[src/rtl/lstm_addr_pkg.sv]
// ---------------------------------------------------------------------------
// lstm_addr_pkg
// Shared definitions for the LSTM c/h state-memory address generators.
//   state_e        : sequencer states {IDLE, RUN, DONE}
//   *_DEF          : default geometry (12-bit addresses, 16-bit words,
//                    53 cells x 7 timesteps)
//   TOTAL          : beats per sequence for the default geometry
//   cnt_w()        : clog2-based counter width, never narrower than 1 bit
// ---------------------------------------------------------------------------
package lstm_addr_pkg;

  typedef enum logic [1:0] {
    IDLE = 2'd0,
    RUN  = 2'd1,
    DONE = 2'd2
  } state_e;

  localparam int ADDR_WIDTH_DEF = 12;
  localparam int DATA_WIDTH_DEF = 16;
  localparam int NUM_CELLS_DEF  = 53;
  localparam int TIMESTEP_DEF   = 7;
  localparam int TOTAL          = NUM_CELLS_DEF * TIMESTEP_DEF;

  // Width needed to count 0..n-1; a 1-deep counter still gets one bit.
  function automatic int cnt_w(input int n);
    return (n <= 1) ? 1 : $clog2(n);
  endfunction

endpackage

[src/rtl/addr_gen_c_wr_if.sv]
// ---------------------------------------------------------------------------
// addr_gen_c_wr_if
// Beat channel from the elementwise stage plus the shared c/h state-memory
// write port of addr_gen_c_wr.
//   i_valid / i_ready      : beat handshake (accept when both are high)
//   i_c / i_h              : c_t and h_t for the current cell
//   o_we                   : write enable shared by the c and h memories
//   o_addr_c / o_addr_h    : write addresses (always equal)
//   o_data_c / o_data_h    : write data
// Modports: slave = the address generator, master = upstream stage / memory
// side (used by a testbench or an integration wrapper).
// ---------------------------------------------------------------------------
interface addr_gen_c_wr_if
  import lstm_addr_pkg::*;
#(
  parameter int ADDR_WIDTH = ADDR_WIDTH_DEF,
  parameter int DATA_WIDTH = DATA_WIDTH_DEF
);

  logic                         i_valid;
  logic                         i_ready;
  logic signed [DATA_WIDTH-1:0] i_c;
  logic signed [DATA_WIDTH-1:0] i_h;
  logic                         o_we;
  logic        [ADDR_WIDTH-1:0] o_addr_c;
  logic        [ADDR_WIDTH-1:0] o_addr_h;
  logic signed [DATA_WIDTH-1:0] o_data_c;
  logic signed [DATA_WIDTH-1:0] o_data_h;

  modport slave (
    input  i_valid, i_c, i_h,
    output i_ready, o_we, o_addr_c, o_addr_h, o_data_c, o_data_h
  );

  modport master (
    output i_valid, i_c, i_h,
    input  i_ready, o_we, o_addr_c, o_addr_h, o_data_c, o_data_h
  );

endinterface

[src/rtl/addr_gen_c_wr.sv]
// ---------------------------------------------------------------------------
// addr_gen_c_wr
// Write-side address generator for the LSTM cell (c) and hidden (h) state
// memories. Takes one c_t/h_t beat per cell over a valid/ready handshake and
// writes it to address base+cell, walking NUM_CELLS cells for each of
// TIMESTEP timesteps. o_done rises with the final write so the next layer or
// the BPTT pass can start reading.
//
// Ports:
//   clk      : clock, rising edge
//   rst      : synchronous, active-high reset
//   en       : global enable; low freezes all state and drops i_ready
//   i_start  : one-cycle pulse starting a sequence at address 0
//   bus      : addr_gen_c_wr_if.slave (beat handshake + memory write port)
//   o_busy   : high exactly while the sequencer is in RUN
//   o_done   : high from the final write until the next accepted i_start
//   o_step   : (STEP_PULSE_EN only) one-cycle pulse with the write of the
//              last cell of each timestep
//
// Configuration macro: STEP_PULSE_EN (adds the o_step port and its logic).
//
// All outputs except i_ready are registered; write latency is one cycle from
// the accepting edge.
// ---------------------------------------------------------------------------
module addr_gen_c_wr
  import lstm_addr_pkg::*;
#(
  parameter int ADDR_WIDTH = ADDR_WIDTH_DEF,
  parameter int DATA_WIDTH = DATA_WIDTH_DEF,
  parameter int NUM_CELLS  = NUM_CELLS_DEF,
  parameter int TIMESTEP   = TIMESTEP_DEF
) (
  input  logic            clk,
  input  logic            rst,
  input  logic            en,
  input  logic            i_start,
  addr_gen_c_wr_if.slave  bus,
  output logic            o_busy,
  output logic            o_done
`ifdef STEP_PULSE_EN
  ,
  output logic            o_step
`endif
);

  localparam int CELL_W = cnt_w(NUM_CELLS);
  localparam int TS_W   = cnt_w(TIMESTEP);

  localparam logic [CELL_W-1:0]     CELL_LAST = CELL_W'(NUM_CELLS - 1);
  localparam logic [TS_W-1:0]       TS_LAST   = TS_W'(TIMESTEP - 1);
  localparam logic [ADDR_WIDTH-1:0] BASE_STEP = ADDR_WIDTH'(NUM_CELLS);

  // The whole sequence must fit in the address space.
  generate
    if ((longint'(NUM_CELLS) * longint'(TIMESTEP)) > (longint'(1) << ADDR_WIDTH)) begin : g_width_chk
      $error("addr_gen_c_wr: NUM_CELLS*TIMESTEP exceeds 2**ADDR_WIDTH");
    end
  endgenerate

  state_e                       state_q,    state_d;
  logic        [CELL_W-1:0]     cell_cnt_q, cell_cnt_d;
  logic        [TS_W-1:0]       ts_cnt_q,   ts_cnt_d;
  logic        [ADDR_WIDTH-1:0] base_q,     base_d;

  logic                         we_q,       we_d;
  logic        [ADDR_WIDTH-1:0] addr_q,     addr_d;
  logic signed [DATA_WIDTH-1:0] data_c_q,   data_c_d;
  logic signed [DATA_WIDTH-1:0] data_h_q,   data_h_d;
  logic                         busy_q,     busy_d;
  logic                         done_q,     done_d;
`ifdef STEP_PULSE_EN
  logic                         step_q,     step_d;
`endif

  logic ready;
  logic accept;
  logic last_cell;
  logic last_ts;

  // i_ready is the one combinational output: it must follow en in the same
  // cycle so a frozen block never takes a beat.
  assign ready     = en && (state_q == RUN);
  assign accept    = bus.i_valid && ready;
  assign last_cell = (cell_cnt_q == CELL_LAST);
  assign last_ts   = (ts_cnt_q == TS_LAST);

  always_comb begin
    state_d    = state_q;
    cell_cnt_d = cell_cnt_q;
    ts_cnt_d   = ts_cnt_q;
    base_d     = base_q;
    we_d       = 1'b0;
    addr_d     = addr_q;
    data_c_d   = data_c_q;
    data_h_d   = data_h_q;
`ifdef STEP_PULSE_EN
    step_d     = 1'b0;
`endif

    if (en) begin
      unique case (state_q)
        IDLE, DONE: begin
          if (i_start) begin
            state_d    = RUN;
            cell_cnt_d = '0;
            ts_cnt_d   = '0;
            base_d     = '0;
          end
        end
        RUN: begin
          // i_start is deliberately ignored while a sequence is running.
          if (accept) begin
            we_d     = 1'b1;
            addr_d   = base_q + ADDR_WIDTH'(cell_cnt_q);
            data_c_d = bus.i_c;
            data_h_d = bus.i_h;
            if (last_cell) begin
              cell_cnt_d = '0;
              ts_cnt_d   = ts_cnt_q + 1'b1;
              base_d     = base_q + BASE_STEP;
`ifdef STEP_PULSE_EN
              step_d     = 1'b1;
`endif
              if (last_ts) begin
                state_d = DONE;
              end
            end else begin
              cell_cnt_d = cell_cnt_q + 1'b1;
            end
          end
        end
        default: state_d = IDLE;
      endcase
    end

    // Status is derived from the next state so that busy/done switch on the
    // same edge as the final write.
    busy_d = (state_d == RUN);
    done_d = (state_d == DONE);
  end

  // ---- sequencer: FSM state and counters ----
  always_ff @(posedge clk) begin
    if (rst) begin
      state_q    <= IDLE;
      cell_cnt_q <= '0;
      ts_cnt_q   <= '0;
      base_q     <= '0;
    end else begin
      state_q    <= state_d;
      cell_cnt_q <= cell_cnt_d;
      ts_cnt_q   <= ts_cnt_d;
      base_q     <= base_d;
    end
  end

  // ---- output register stage ----
  always_ff @(posedge clk) begin
    if (rst) begin
      we_q     <= 1'b0;
      addr_q   <= '0;
      data_c_q <= '0;
      data_h_q <= '0;
      busy_q   <= 1'b0;
      done_q   <= 1'b0;
`ifdef STEP_PULSE_EN
      step_q   <= 1'b0;
`endif
    end else begin
      we_q     <= we_d;
      addr_q   <= addr_d;
      data_c_q <= data_c_d;
      data_h_q <= data_h_d;
      busy_q   <= busy_d;
      done_q   <= done_d;
`ifdef STEP_PULSE_EN
      step_q   <= step_d;
`endif
    end
  end

  assign bus.i_ready  = ready;
  assign bus.o_we     = we_q;
  assign bus.o_addr_c = addr_q;
  assign bus.o_addr_h = addr_q;
  assign bus.o_data_c = data_c_q;
  assign bus.o_data_h = data_h_q;
  assign o_busy       = busy_q;
  assign o_done       = done_q;
`ifdef STEP_PULSE_EN
  assign o_step       = step_q;
`endif

endmodule

[src/flat_wrapper.sv]
// flat-port wrapper written by rule: the top's interface ports become plain ports
module addr_gen_c_wr_flat import lstm_addr_pkg::*;
#(
  parameter int ADDR_WIDTH = ADDR_WIDTH_DEF,
  parameter int DATA_WIDTH = DATA_WIDTH_DEF,
  parameter int NUM_CELLS  = NUM_CELLS_DEF,
  parameter int TIMESTEP   = TIMESTEP_DEF
)
  (clk, rst, en, i_start, o_busy, o_done, bus_i_valid, bus_i_c, bus_i_h, bus_i_ready, bus_o_we, bus_o_addr_c, bus_o_addr_h, bus_o_data_c, bus_o_data_h);
  addr_gen_c_wr_if #(.ADDR_WIDTH(ADDR_WIDTH), .DATA_WIDTH(DATA_WIDTH)) bus_i ();
  input  logic clk;
  input  logic rst;
  input  logic en;
  input  logic i_start;
  output logic o_busy;
  output logic o_done;
  input wire logic [$bits(bus_i.i_valid)-1:0] bus_i_valid;
  input wire logic [$bits(bus_i.i_c)-1:0] bus_i_c;
  input wire logic [$bits(bus_i.i_h)-1:0] bus_i_h;
  output wire logic [$bits(bus_i.i_ready)-1:0] bus_i_ready;
  output wire logic [$bits(bus_i.o_we)-1:0] bus_o_we;
  output wire logic [$bits(bus_i.o_addr_c)-1:0] bus_o_addr_c;
  output wire logic [$bits(bus_i.o_addr_h)-1:0] bus_o_addr_h;
  output wire logic [$bits(bus_i.o_data_c)-1:0] bus_o_data_c;
  output wire logic [$bits(bus_i.o_data_h)-1:0] bus_o_data_h;
  assign bus_i.i_valid = bus_i_valid;
  assign bus_i.i_c = bus_i_c;
  assign bus_i.i_h = bus_i_h;
  assign bus_i_ready = bus_i.i_ready;
  assign bus_o_we = bus_i.o_we;
  assign bus_o_addr_c = bus_i.o_addr_c;
  assign bus_o_addr_h = bus_i.o_addr_h;
  assign bus_o_data_c = bus_i.o_data_c;
  assign bus_o_data_h = bus_i.o_data_h;
  addr_gen_c_wr #(.ADDR_WIDTH(ADDR_WIDTH), .DATA_WIDTH(DATA_WIDTH), .NUM_CELLS(NUM_CELLS), .TIMESTEP(TIMESTEP)) u_core (.clk(clk), .rst(rst), .en(en), .i_start(i_start), .bus(bus_i), .o_busy(o_busy), .o_done(o_done));
endmodule
[config.mk]
export PLATFORM = sky130hd
export DESIGN_NAME = addr_gen_c_wr_flat
export DESIGN_NICKNAME = d
export VERILOG_FILES = /design/src/rtl/lstm_addr_pkg.sv /design/src/rtl/addr_gen_c_wr_if.sv /design/src/rtl/addr_gen_c_wr.sv /design/src/flat_wrapper.sv
export SDC_FILE = /design/constraint.sdc
export NUM_CORES = 1
export LEC_CHECK = 0
export ABC_CLOCK_PERIOD_IN_PS = 2400
export BUFFER_PORTS_ARGS = -buffer_cell sky130_fd_sc_hd__buf_2
export CORE_UTILIZATION = 45
export DETAILED_ROUTE_END_ITERATION = 7
export GPL_TIMING_DRIVEN = 1
export PLACE_DENSITY_LB_ADDON = 0.08
export SLEW_MARGIN = 20
export SYNTH_ARGS = -nofsm -noshare
export SYNTH_HDL_FRONTEND = slang
export SYNTH_SLANG_ARGS = --single-unit
[constraint.sdc]
create_clock -name clk -period 2.4 [get_ports clk]
set_input_delay 0.36 -clock clk [delete_from_list [all_inputs] [get_ports clk]]
set_output_delay 0.36 -clock clk [all_outputs]
set_load 0.05 [all_outputs]
==> flow_summary.ini <==
[pwr]
pwr-share-clk_pct = 44.7
power.internal_mw = 1.970
vdd_drop_max_v = 0.0003359
switching_power_uw = 627.5
combPwrFrac_pct = 9.1
swShare_pct = 24.16
leakage_nw = 1.675
p_per_area_nw_per_um2 = 666.4
seq_power_share_pct = 46.2

[floorplan]
start_util_pct = 46.78
dieArea_um2 = 7402
dieHeight_um = 86.04
io_pins = 97
core.rowCount = 30
core_um2 = 6794
die_w_um = 86.04

[finish]
drive_above_1_share_pct = 25.64
area_growth_pct = 22.64
finish.utilization_pct = 57.37
num-nets-final = 513
insertedDiodeCount = 0

[setup_path]
path_cells = ha_1 > fa_1 > a211o_1 > a211oi_1 > o31ai_1 > a311oi_1
cp.required_ns = 2.64
cp_top_family = compound AO/OA/AOI/OAI gates
crit_path_max_incr_delay_ns = 0.43
critPathArrivalTime_ns = 2.44
slowest_stage = fa_1
r2r_setup_slack_ns = 0.20
start_kind = register
path_class = register to register
cp_num_buf_inv = 0
cp_max_fo = 4
end_kind = register

[placed_design]
dpl.hpwl_um = 5200
globalplace.congestion = 0.7987
port_buffers = 96

[drt]
ant_nets = 0
vias = 2927
drc = 0
viasPerCell = 5.190
detail_route.iter0.violations = 112
drt-total-wl_um = 7500
drt_first_pass_iters = 4
avgRoutedWirePerCell_um = 13.30

[synth]
yosys.area_share.simple_pct = 22.64
ys_seq_area_share_pct = 44.09
synth_fa_ha_area_share_pct = 4.961
async_flop_share_pct = 0
synth_top_area_cell = dfxtp_1
synth_compound_area_share_pct = 19.21
synth_area_leaders = dfxtp_1 44%, nand2_1 9.3%, a21oi_1 8.7%
syn_area_um2 = 3178
synthXorXnorAreaFrac_pct = 1.654
synthMuxAreaShare_pct = 0.6299
synth_flop_cell = dfxtp_1
avgSynthCellArea_um2 = 8.298
synthCells = 383
synth_top_area_share_pct = 44.09
ys_warn_count = 0
syn-num-nets = 432
synth_top_family_by_area = simple AND/OR/NAND/NOR gates
synth.ff_latch_count = 70
synth_cell_types = 43
synth_edf_count = 0

[clock_network]
cts_tree = built
clk-insertion-delay-late_ns = 0.34
numCtsBuffers = 9
cts.clk_slew.worst_paths_ns = 0.08
hold_buffers = 0
htreeDepth = 3
root_buffer = clkbuf_8
cts_num_sinks = 70
post_cts.resized_instances = 0
clk_path_buf_depth = 2
post_cts_buffers = 0

[min_path]
hold_class = primary input to register

[global_routing]
grt_pass1_vias = 2743
antenna_found_initial = 0
grt_usage_pct = 21.23
globalRoute.totalOverflow = 0
grt_max_degree = 42
grt_first_pass_wirelength_um = 12450

[timing]
clock_skew_ns = 0.008069
finalSetupViolCount = 0
post-route-min-period_ns = 2.198
fmax_ghz = 0.4550
slew_viol_final = 0
hold_violations = 0
fin_tns_setup_ns = 0
period_share_pct = 91.57
rsz0062_at_grt = no
tightest_slew_ns = 0.6192
slew_headroom_pct = 58.40

[run_status]
status = finished, final reports clean

[run]
max_cap_violations = 0
-- final timing paths --
check             cells after the start                                   to                           startpoint
setup / recovery                      6  u_core.bus.o_addr_c[8]$_SDFFE_PP0P_        u_core.base_q[0]$_SDFFE_PP0P_
hold / removal                        3  u_core.bus.o_data_c[9]$_SDFFE_PP0P_                           bus_i_c[9]
setup reg to reg                      6  u_core.bus.o_addr_c[8]$_SDFFE_PP0P_        u_core.base_q[0]$_SDFFE_PP0P_
hold reg to reg                       2  u_core.bus.o_data_c[9]$_SDFFE_PP0P_  u_core.bus.o_data_c[9]$_SDFFE_PP0P_
-- cell usage in the layout (no fill, tap or decap), types with 2 or more instances in the layout --
cell type  instances
nor3b_1            2
clkinv_4           2
clkbuf_8          10
inv_1             10
or4_1              8
ha_1              11
or3_1              6
bufinv_16          3
o31ai_1            8
nor3_1             2
o21ai_0           13
a21oi_1           55
a21o_1             2
mux2i_1            2
a211o_1            2
nand4b_1           3
nand2b_1           4
nor4b_1            2
nand3b_1           3
nand2_1           79
dfxtp_1           70
buf_2             96
o211ai_1           2
nor2_1            19
nand3_1            6
xnor2_1            3
buf_4              7
a211oi_1           5
nor4_1             4
and3_1             5
a311oi_1           4
o21a_1             5
xor2_1             3
-- Yosys cell counts (4+ instances only) --
library cell and n:
a311oi_1 4, nand2_1 79, nand2b_1 4, o21ai_0 13, nand3_1 6, and3_1 5
o31ai_1 8, buf_2 8, clkbuf_1 13, dfxtp_1 70, ha_1 11, inv_1 10
buf_4 12, nor2_1 19, o21a_1 5, or3_1 6, a211oi_1 5, or4_1 8
nor4_1 4, a21oi_1 55
-- worst reg2reg max path, delay by kind of cell (launching register included) --
| kind | cells | cell delay [ns] |
|---|---|---|
| compound gates | 4 | 1.07 |
| fa+ha+maj | 2 | 0.68 |
| flops | 1 | 0.35 |
-- sequential cells by signal (all words and copies together) (netlist names), 2 cells and up --
register,flops
u_core.base_q,12
u_core.ts_cnt_q,3
u_core.bus.o_data_c,16
u_core.bus.o_addr_c,12
u_core.cell_cnt_q,6
u_core.state_q,2
u_core.bus.o_data_h,16
-- layer usage --
metal | track usage (%) | vias up | part of all wire, %
met5 | 0 | - | 0
met3 | 4.139 | 10 | 3.9
met1 | 25.85 | 1359 | 46
met4 | 8.182 | 0 | 1.5
met2 | 36.87 | 65 | 49
li1 | - | 1493 | -
-- metrics by stage --
stage | hold slack [ns] | power (mW) | setup slack [ns] | std cells | area [µm²]
after floorplan | 0.4536 | 1.390 | 0.3989 | 383 | 3178
after global placement | 0.4383 | 1.460 | 0.3010 | 549 | 3652
after detailed placement | 0.4435 | 1.462 | 0.2316 | 549 | 3652
after CTS | 0.2320 | 2.626 | 0.2072 | 564 | 3897
after global routing | 0.2331 | 2.699 | 0.02804 | 564 | 3897
final | 0.2428 | 2.597 | 0.2022 | 564 | 3897
-- logic make-up (layout without fill, tap and decap cells) --
logic type | Yosys count | count (layout)
and+or+nand+nor | 149 | 149
AOI/OAI and AO/OA | 101 | 101
DFF | 70 | 70
buffers and inverters | 43 | 128
adders and majority gates | 12 | 12
xor gates and xnor gates | 6 | 6
muxes | 2 | 2
-- power groups by stage --
stage / registers, mW / logic (mW) / clock network, mW
final: 1.20 / 0.236 / 1.16
after global placement: 1.23 / 0.235 / 0
after floorplan: 1.28 / 0.114 / 0
after global routing: 1.20 / 0.258 / 1.24
after CTS: 1.20 / 0.237 / 1.19
after detailed placement: 1.23 / 0.236 / 0
-- area by class of cell --
class	instances	area, µm²
clock inverter	5	107.6
sequential	70	1401
timing repair buffer	103	533.0
clock buffer	10	137.6
inverter	10	37.54
fill	661	2897
multi-input combinational	270	1560
tap	96	120.1
Power figures use the tool's default switching activity.
